### src/rtl/cpu_ctrl_pkg.sv
// Shared definitions for the multi-cycle CPU control unit: opcodes, FSM states,
// instruction classes and instruction-field positions.
package cpu_ctrl_pkg;

    localparam logic [3:0] OP_LOAD  = 4'd8;
    localparam logic [3:0] OP_STORE = 4'd9;
    localparam logic [3:0] OP_JMP   = 4'd10;
    localparam logic [3:0] OP_BRN   = 4'd11;
    localparam logic [3:0] OP_HALT  = 4'd15;

    // Low bit of each instruction field; op is 4 bits, register fields are AW bits.
    localparam int unsigned OP_LO = 12;
    localparam int unsigned RD_LO = 8;
    localparam int unsigned RS_LO = 4;
    localparam int unsigned RT_LO = 0;

    typedef enum logic [2:0] {
        StFetch = 3'd0,
        StLatch = 3'd1,
        StExec  = 3'd2,
        StLdwb  = 3'd3,
        StHalt  = 3'd4
    } state_e;

    typedef enum logic [2:0] {
        ClsAlu,
        ClsLoad,
        ClsStore,
        ClsJmp,
        ClsBrn,
        ClsNop,
        ClsHalt
    } instr_class_e;

endpackage

### src/rtl/instr_decode.sv
// Combinational instruction decoder: IR to instruction class, ALU mode and the
// register addresses the datapath needs while the instruction executes.
import cpu_ctrl_pkg::*;

module instr_decode #(
    parameter int unsigned AW = 4,
    parameter int unsigned DW = 16
) (
    input  logic [DW-1:0] ir,
    output instr_class_e  cls,
    output logic [2:0]    aluop,
    output logic [AW-1:0] ra1,
    output logic [AW-1:0] ra2,
    output logic [AW-1:0] wa
);

    logic [3:0]    op;
    logic [AW-1:0] rd;
    logic [AW-1:0] rs;
    logic [AW-1:0] rt;

    assign op = ir[OP_LO +: 4];
    assign rd = ir[RD_LO +: AW];
    assign rs = ir[RS_LO +: AW];
    assign rt = ir[RT_LO +: AW];

    always_comb begin
        cls   = ClsNop;
        aluop = '0;
        ra1   = '0;
        ra2   = '0;
        wa    = '0;
        if (!op[3]) begin
            cls   = ClsAlu;
            aluop = op[2:0];
            ra1   = rs;
            ra2   = rt;
            wa    = rd;
        end else begin
            // rd2 doubles as the memory address and the jump target
            case (op)
                OP_LOAD: begin
                    cls = ClsLoad;
                    ra2 = rs;
                    wa  = rd;
                end
                OP_STORE: begin
                    cls = ClsStore;
                    ra1 = rd;
                    ra2 = rs;
                end
                OP_JMP: begin
                    cls = ClsJmp;
                    ra2 = rs;
                end
                OP_BRN: begin
                    cls = ClsBrn;
                    ra2 = rs;
                end
                OP_HALT: cls = ClsHalt;
                default: cls = ClsNop;
            endcase
        end
    end

endmodule

### src/rtl/cpu_controller.sv
// Multi-cycle control unit for the 16-bit single-memory datapath: FETCH, LATCH,
// EXEC (+LDWB for loads), with Moore outputs decoded from state and IR.
import cpu_ctrl_pkg::*;

module cpu_controller #(
    parameter int unsigned AW = 4,
    parameter int unsigned DW = 16
) (
    input  logic          clk,
    input  logic          reset,
    input  logic [DW-1:0] q_a,
    input  logic          neg,
    output logic          regwrite,
    output logic [AW-1:0] wa,
    output logic [AW-1:0] ra1,
    output logic [AW-1:0] ra2,
    output logic [2:0]    aluop,
    output logic          we_a,
    output logic          ld_sel,
    output logic          pc_mux,
    output logic          pc_inc,
    output logic          wr_pc,
    output logic          halted
);

    state_e        state_q, state_d;
    logic [DW-1:0] ir_q, ir_d;
    logic          nflag_q, nflag_d;

    instr_class_e  dec_cls;
    logic [2:0]    dec_aluop;
    logic [AW-1:0] dec_ra1;
    logic [AW-1:0] dec_ra2;
    logic [AW-1:0] dec_wa;

    instr_decode #(
        .AW (AW),
        .DW (DW)
    ) u_decode (
        .ir    (ir_q),
        .cls   (dec_cls),
        .aluop (dec_aluop),
        .ra1   (dec_ra1),
        .ra2   (dec_ra2),
        .wa    (dec_wa)
    );

    always_ff @(posedge clk or negedge reset) begin
        if (!reset) begin
            state_q <= StFetch;
            ir_q    <= '0;
            nflag_q <= 1'b0;
        end else begin
            state_q <= state_d;
            ir_q    <= ir_d;
            nflag_q <= nflag_d;
        end
    end

    always_comb begin
        state_d  = state_q;
        ir_d     = ir_q;
        nflag_d  = nflag_q;
        regwrite = 1'b0;
        wa       = '0;
        ra1      = '0;
        ra2      = '0;
        aluop    = '0;
        we_a     = 1'b0;
        ld_sel   = 1'b0;
        pc_mux   = 1'b1;
        pc_inc   = 1'b0;
        wr_pc    = 1'b0;
        halted   = 1'b0;

        unique case (state_q)
            StFetch: state_d = StLatch;
            StLatch: begin
                ir_d    = q_a;
                pc_inc  = 1'b1;
                state_d = StExec;
            end
            StExec: begin
                ra1     = dec_ra1;
                ra2     = dec_ra2;
                aluop   = dec_aluop;
                state_d = StFetch;
                unique case (dec_cls)
                    ClsAlu: begin
                        regwrite = 1'b1;
                        wa       = dec_wa;
                        nflag_d  = neg;
                    end
                    ClsLoad: begin
                        pc_mux  = 1'b0;
                        state_d = StLdwb;
                    end
                    ClsStore: begin
                        pc_mux = 1'b0;
                        we_a   = 1'b1;
                    end
                    ClsJmp:  wr_pc = 1'b1;
                    // The PC already incremented in LATCH; a taken branch overwrites it.
                    ClsBrn:  wr_pc = nflag_q;
                    ClsHalt: state_d = StHalt;
                    default: ;
                endcase
            end
            StLdwb: begin
                regwrite = 1'b1;
                ld_sel   = 1'b1;
                wa       = dec_wa;
                state_d  = StFetch;
            end
            StHalt: halted = 1'b1;
            default: state_d = StFetch;
        endcase
    end

endmodule

### config.mk
export PLATFORM = sky130hd
export DESIGN_NAME = cpu_controller
export DESIGN_NICKNAME = d
export VERILOG_FILES = /design/src/rtl/cpu_ctrl_pkg.sv /design/src/rtl/instr_decode.sv /design/src/rtl/cpu_controller.sv
export SDC_FILE = /design/constraint.sdc
export NUM_CORES = 1
export LEC_CHECK = 0
export CORE_AREA = 2 2 60 51
export CTS_BUF_LIST = sky130_fd_sc_hd__clkbuf_16
export DETAILED_ROUTE_END_ITERATION = 8
export DIE_AREA = 0 0 62 53
export PLACE_DENSITY = 0.76
export SLEW_MARGIN = 10
export SYNTH_ARGS = -nofsm -noshare
export SYNTH_HDL_FRONTEND = slang
export SYNTH_SLANG_ARGS = --single-unit
### constraint.sdc
create_clock -name clk -period 1.85 [get_ports clk]
set_input_delay 0.185 -clock clk [delete_from_list [all_inputs] [get_ports clk]]
set_output_delay 0.185 -clock clk [all_outputs]
set_load 0.01 [all_outputs]
==> out/metrics.yaml <==
power_and_ir_drop:
  vdd_drop_max_v: 0.000815
  power_frac_comb_pct: 50.0
  finalPower_mw: 2.88
  power.leakage_nw: 0.794
  power_density_nw_per_um2: 1680
  swShare_pct: 33.1
  p_int_mw: 1.93
  pwr-share-seq_pct: 29.7
  clkPwrFrac_pct: 20.3
  p_sw_mw: 0.951
final_layout:
  finish.instance_area_um2: 1710
  diodes: 0
  synthToLayoutAreaGrowth_pct: 52.2
  regArea_um2: 503
  final.fill_count: 225
  drive_above_1_share_pct: 40.7
  multi_input_area_um2: 577
  nets: 155
  final_util_pct: 64.2
global_routing:
  antenna_found_initial: 0
  grt_remaining_overflow: 0
  track_usage_pct: 19.4
  grt_max_degree: 21
  first_global_vias: 994
  grt_pass1_wl_um: 4580
cts:
  clockRootBuffer: "clkbuf_16"
  tritoncts: "yes"
  worst_skew_pair.late_latency_ns: 0.25
  cts_hold_buf: 0
  htreeDepth: 1
  cts_num_sinks: 20
  cts_made_buffers: 3
  cts.clk_slew.worst_paths_ns: 0.06
  clock_tree.buffer_depth: 2
floorplanning:
  core_um2: 2660
  die-width_um: 62
  start_util_pct: 42.2
  die_area_um2: 3290
  dieHeight_um: 53
  core.rowCount: 17
  io_pins: 41
place:
  port_buffers: 40
  place_hpwl_um: 2160
  placed_area_um2: 1600
  place.gp.congestion: 0.756
  dp_slack_ns: -0.00773
route:
  route.vias.total: 879
  ant_nets: 0
  wl_per_cell_um: 16.1
  drc_errors: 0
  finalWirelength_um: 2780
  via_per_inst: 5.08
  first_pass_iters: 2
  drt-initial-drc-count: 13
sta:
  fin_ws_ns: 0.0768
  tightest_slew_ns: 0.329
  final-setup-viol-count: 0
  rsz0062_at_grt: "no"
  finalCriticalPeriod_ns: 1.77
  clock.fmax_ghz: 0.564
  maxSlewViolCount: 0
  fin_worst_skew_ns: 0.00144
  maxSlewHeadroom_pct: 78.0
  timing.final.crit_share_pct: 95.8
  hold_viol: 0
worst_setup_path:
  worstPathArrival_ns: 1.59
  cp.required_ns: 1.66
  timing.rr.end: "ir_q[15]"
  worst_setup_path_end_kind: "primary output"
  r2r_start: "state_q[2]"
  crit_path_max_fanout: 3
  worst_setup_path_start_kind: "register"
  path_class: "reg2out"
  r2r_cells: 5
  r2r_setup_slack_ns: 0.15
synth:
  netlist_area_um2: 1120
  synthArstFlopShare_pct: 100
  synth_area_per_cell_um2: 13.9
  syn_nets: 100
  seq_area_frac_synth_pct: 44.6
  syn_inst: 81
  ys_seq_elements: 20
  synth_top_area_share_pct: 44.6
  ys.flop_type: "dfrtp_1"
  yosysUniqueCellTypes: 28
  yosys.area.top_type: "dfrtp_1"
  yosys_warnings: 0
  synth_edf_count: 0
  netlist_top_cells_area: "dfrtp_1 (45%), mux2_4 (12%), mux2_2 (8.0%)"
outcome:
  status: "finished clean"
hold_path:
  hold_class: "in2async"
job:
  max_cap_violations: 0
## worst max-delay path, cell delays in order (launching register included)
cell,delay [ns]
dfrtp_1,0.41
buf_4,0.15
or3b_2,0.46
nor3_1,0.15
buf_2,0.17
## layer usage
layer,GRT usage [%],share of wire [%]
met1,25.1,45
met2,31.6,50
met3,5.62,5.2
met4,4.26,0.50
met5,0,0
## through the flow
stage / setup TNS (ns) / cells / hold slack, ns
global route: 0 / 173 / 0.318
global placement: 0 / 166 / 0.509
detailed placement: -0.0140 / 166 / 0.510
finish: 0 / 173 / 0.272
floorplan: 0 / 81 / -0.111
CTS: 0 / 173 / 0.278
## cell usage in the layout, fill, tap and decap left out, drive strengths merged, types with 2 or more instances in the layout
master / count
dlygate4sd2: 15
mux2: 17
nor4b: 5
and2: 5
nor3: 2
clkdlybuf4s50: 18
dfrtp: 20
clkbuf: 6
a32o: 8
nor2: 2
nor3b: 2
inv: 2
buf: 18
## worst max-delay path by stage
stage	slack [ns]	end	start	depth (start not counted)
finish	0.08	aluop[0]	state_q[2]	4
global route	0.003	wa[1]	state_q[2]	4
CTS	0.003	wa[0]	state_q[2]	4
detailed placement	-0.008	aluop[0]	state_q[0]	3
global placement	0.02	aluop[2]	state_q[0]	3
floorplan	0.37	wa[0]	ir_q[12]	3
## repair_timing
item,4_1_cts,5_1_grt
buffers inserted,3,0
cloned,0,0
resized for setup,45,6
pin swaps,1,0
endpoints found under the setup margin,21,6
## power by group through the flow
stage	combinational (mW)	clock (mW)	sequential, mW
after global routing	1.55	0.614	0.886
after detailed placement	1.44	0	0.852
after global placement	1.42	0	0.838
final	1.44	0.584	0.854
after CTS	1.45	0.596	0.853
after floorplan	0.987	0	0.806
## cell type report
type	count	area share (%)
multi-input combinational	54	33.8
tap	38	2.78
clock buffer	3	4.40
timing repair buffer	55	27.4
sequential	20	29.5
clock inverter	1	1.76
inverter	2	0.440
## state kept, by name (all words and copies together), names as in the netlist
register and cells:
nflag_q 1, state_q 3, ir_q 16
## cell families (layout without fill, tap and decap cells)
logic type / count (synthesis) / in the layout / synth area share, %
AOI/OAI and AO/OA: 13 / 13 / 11.6
buffers and inverters: 7 / 61 / 6.47
DFF: 20 / 20 / 44.6
muxes: 17 / 17 / 20.1
and+or+nand+nor: 24 / 24 / 17.3
## synth_stat cells, types with 2 or more instances
cell	instances
mux2_2	8
nor2_1	2
inv_1	2
dfrtp_1	20
and2_1	4
mux2_4	9
a32o_1	8
nor3_1	2
buf_6	4
nor4b_1	4
Note: power is estimated with default switching activity, not from simulation.
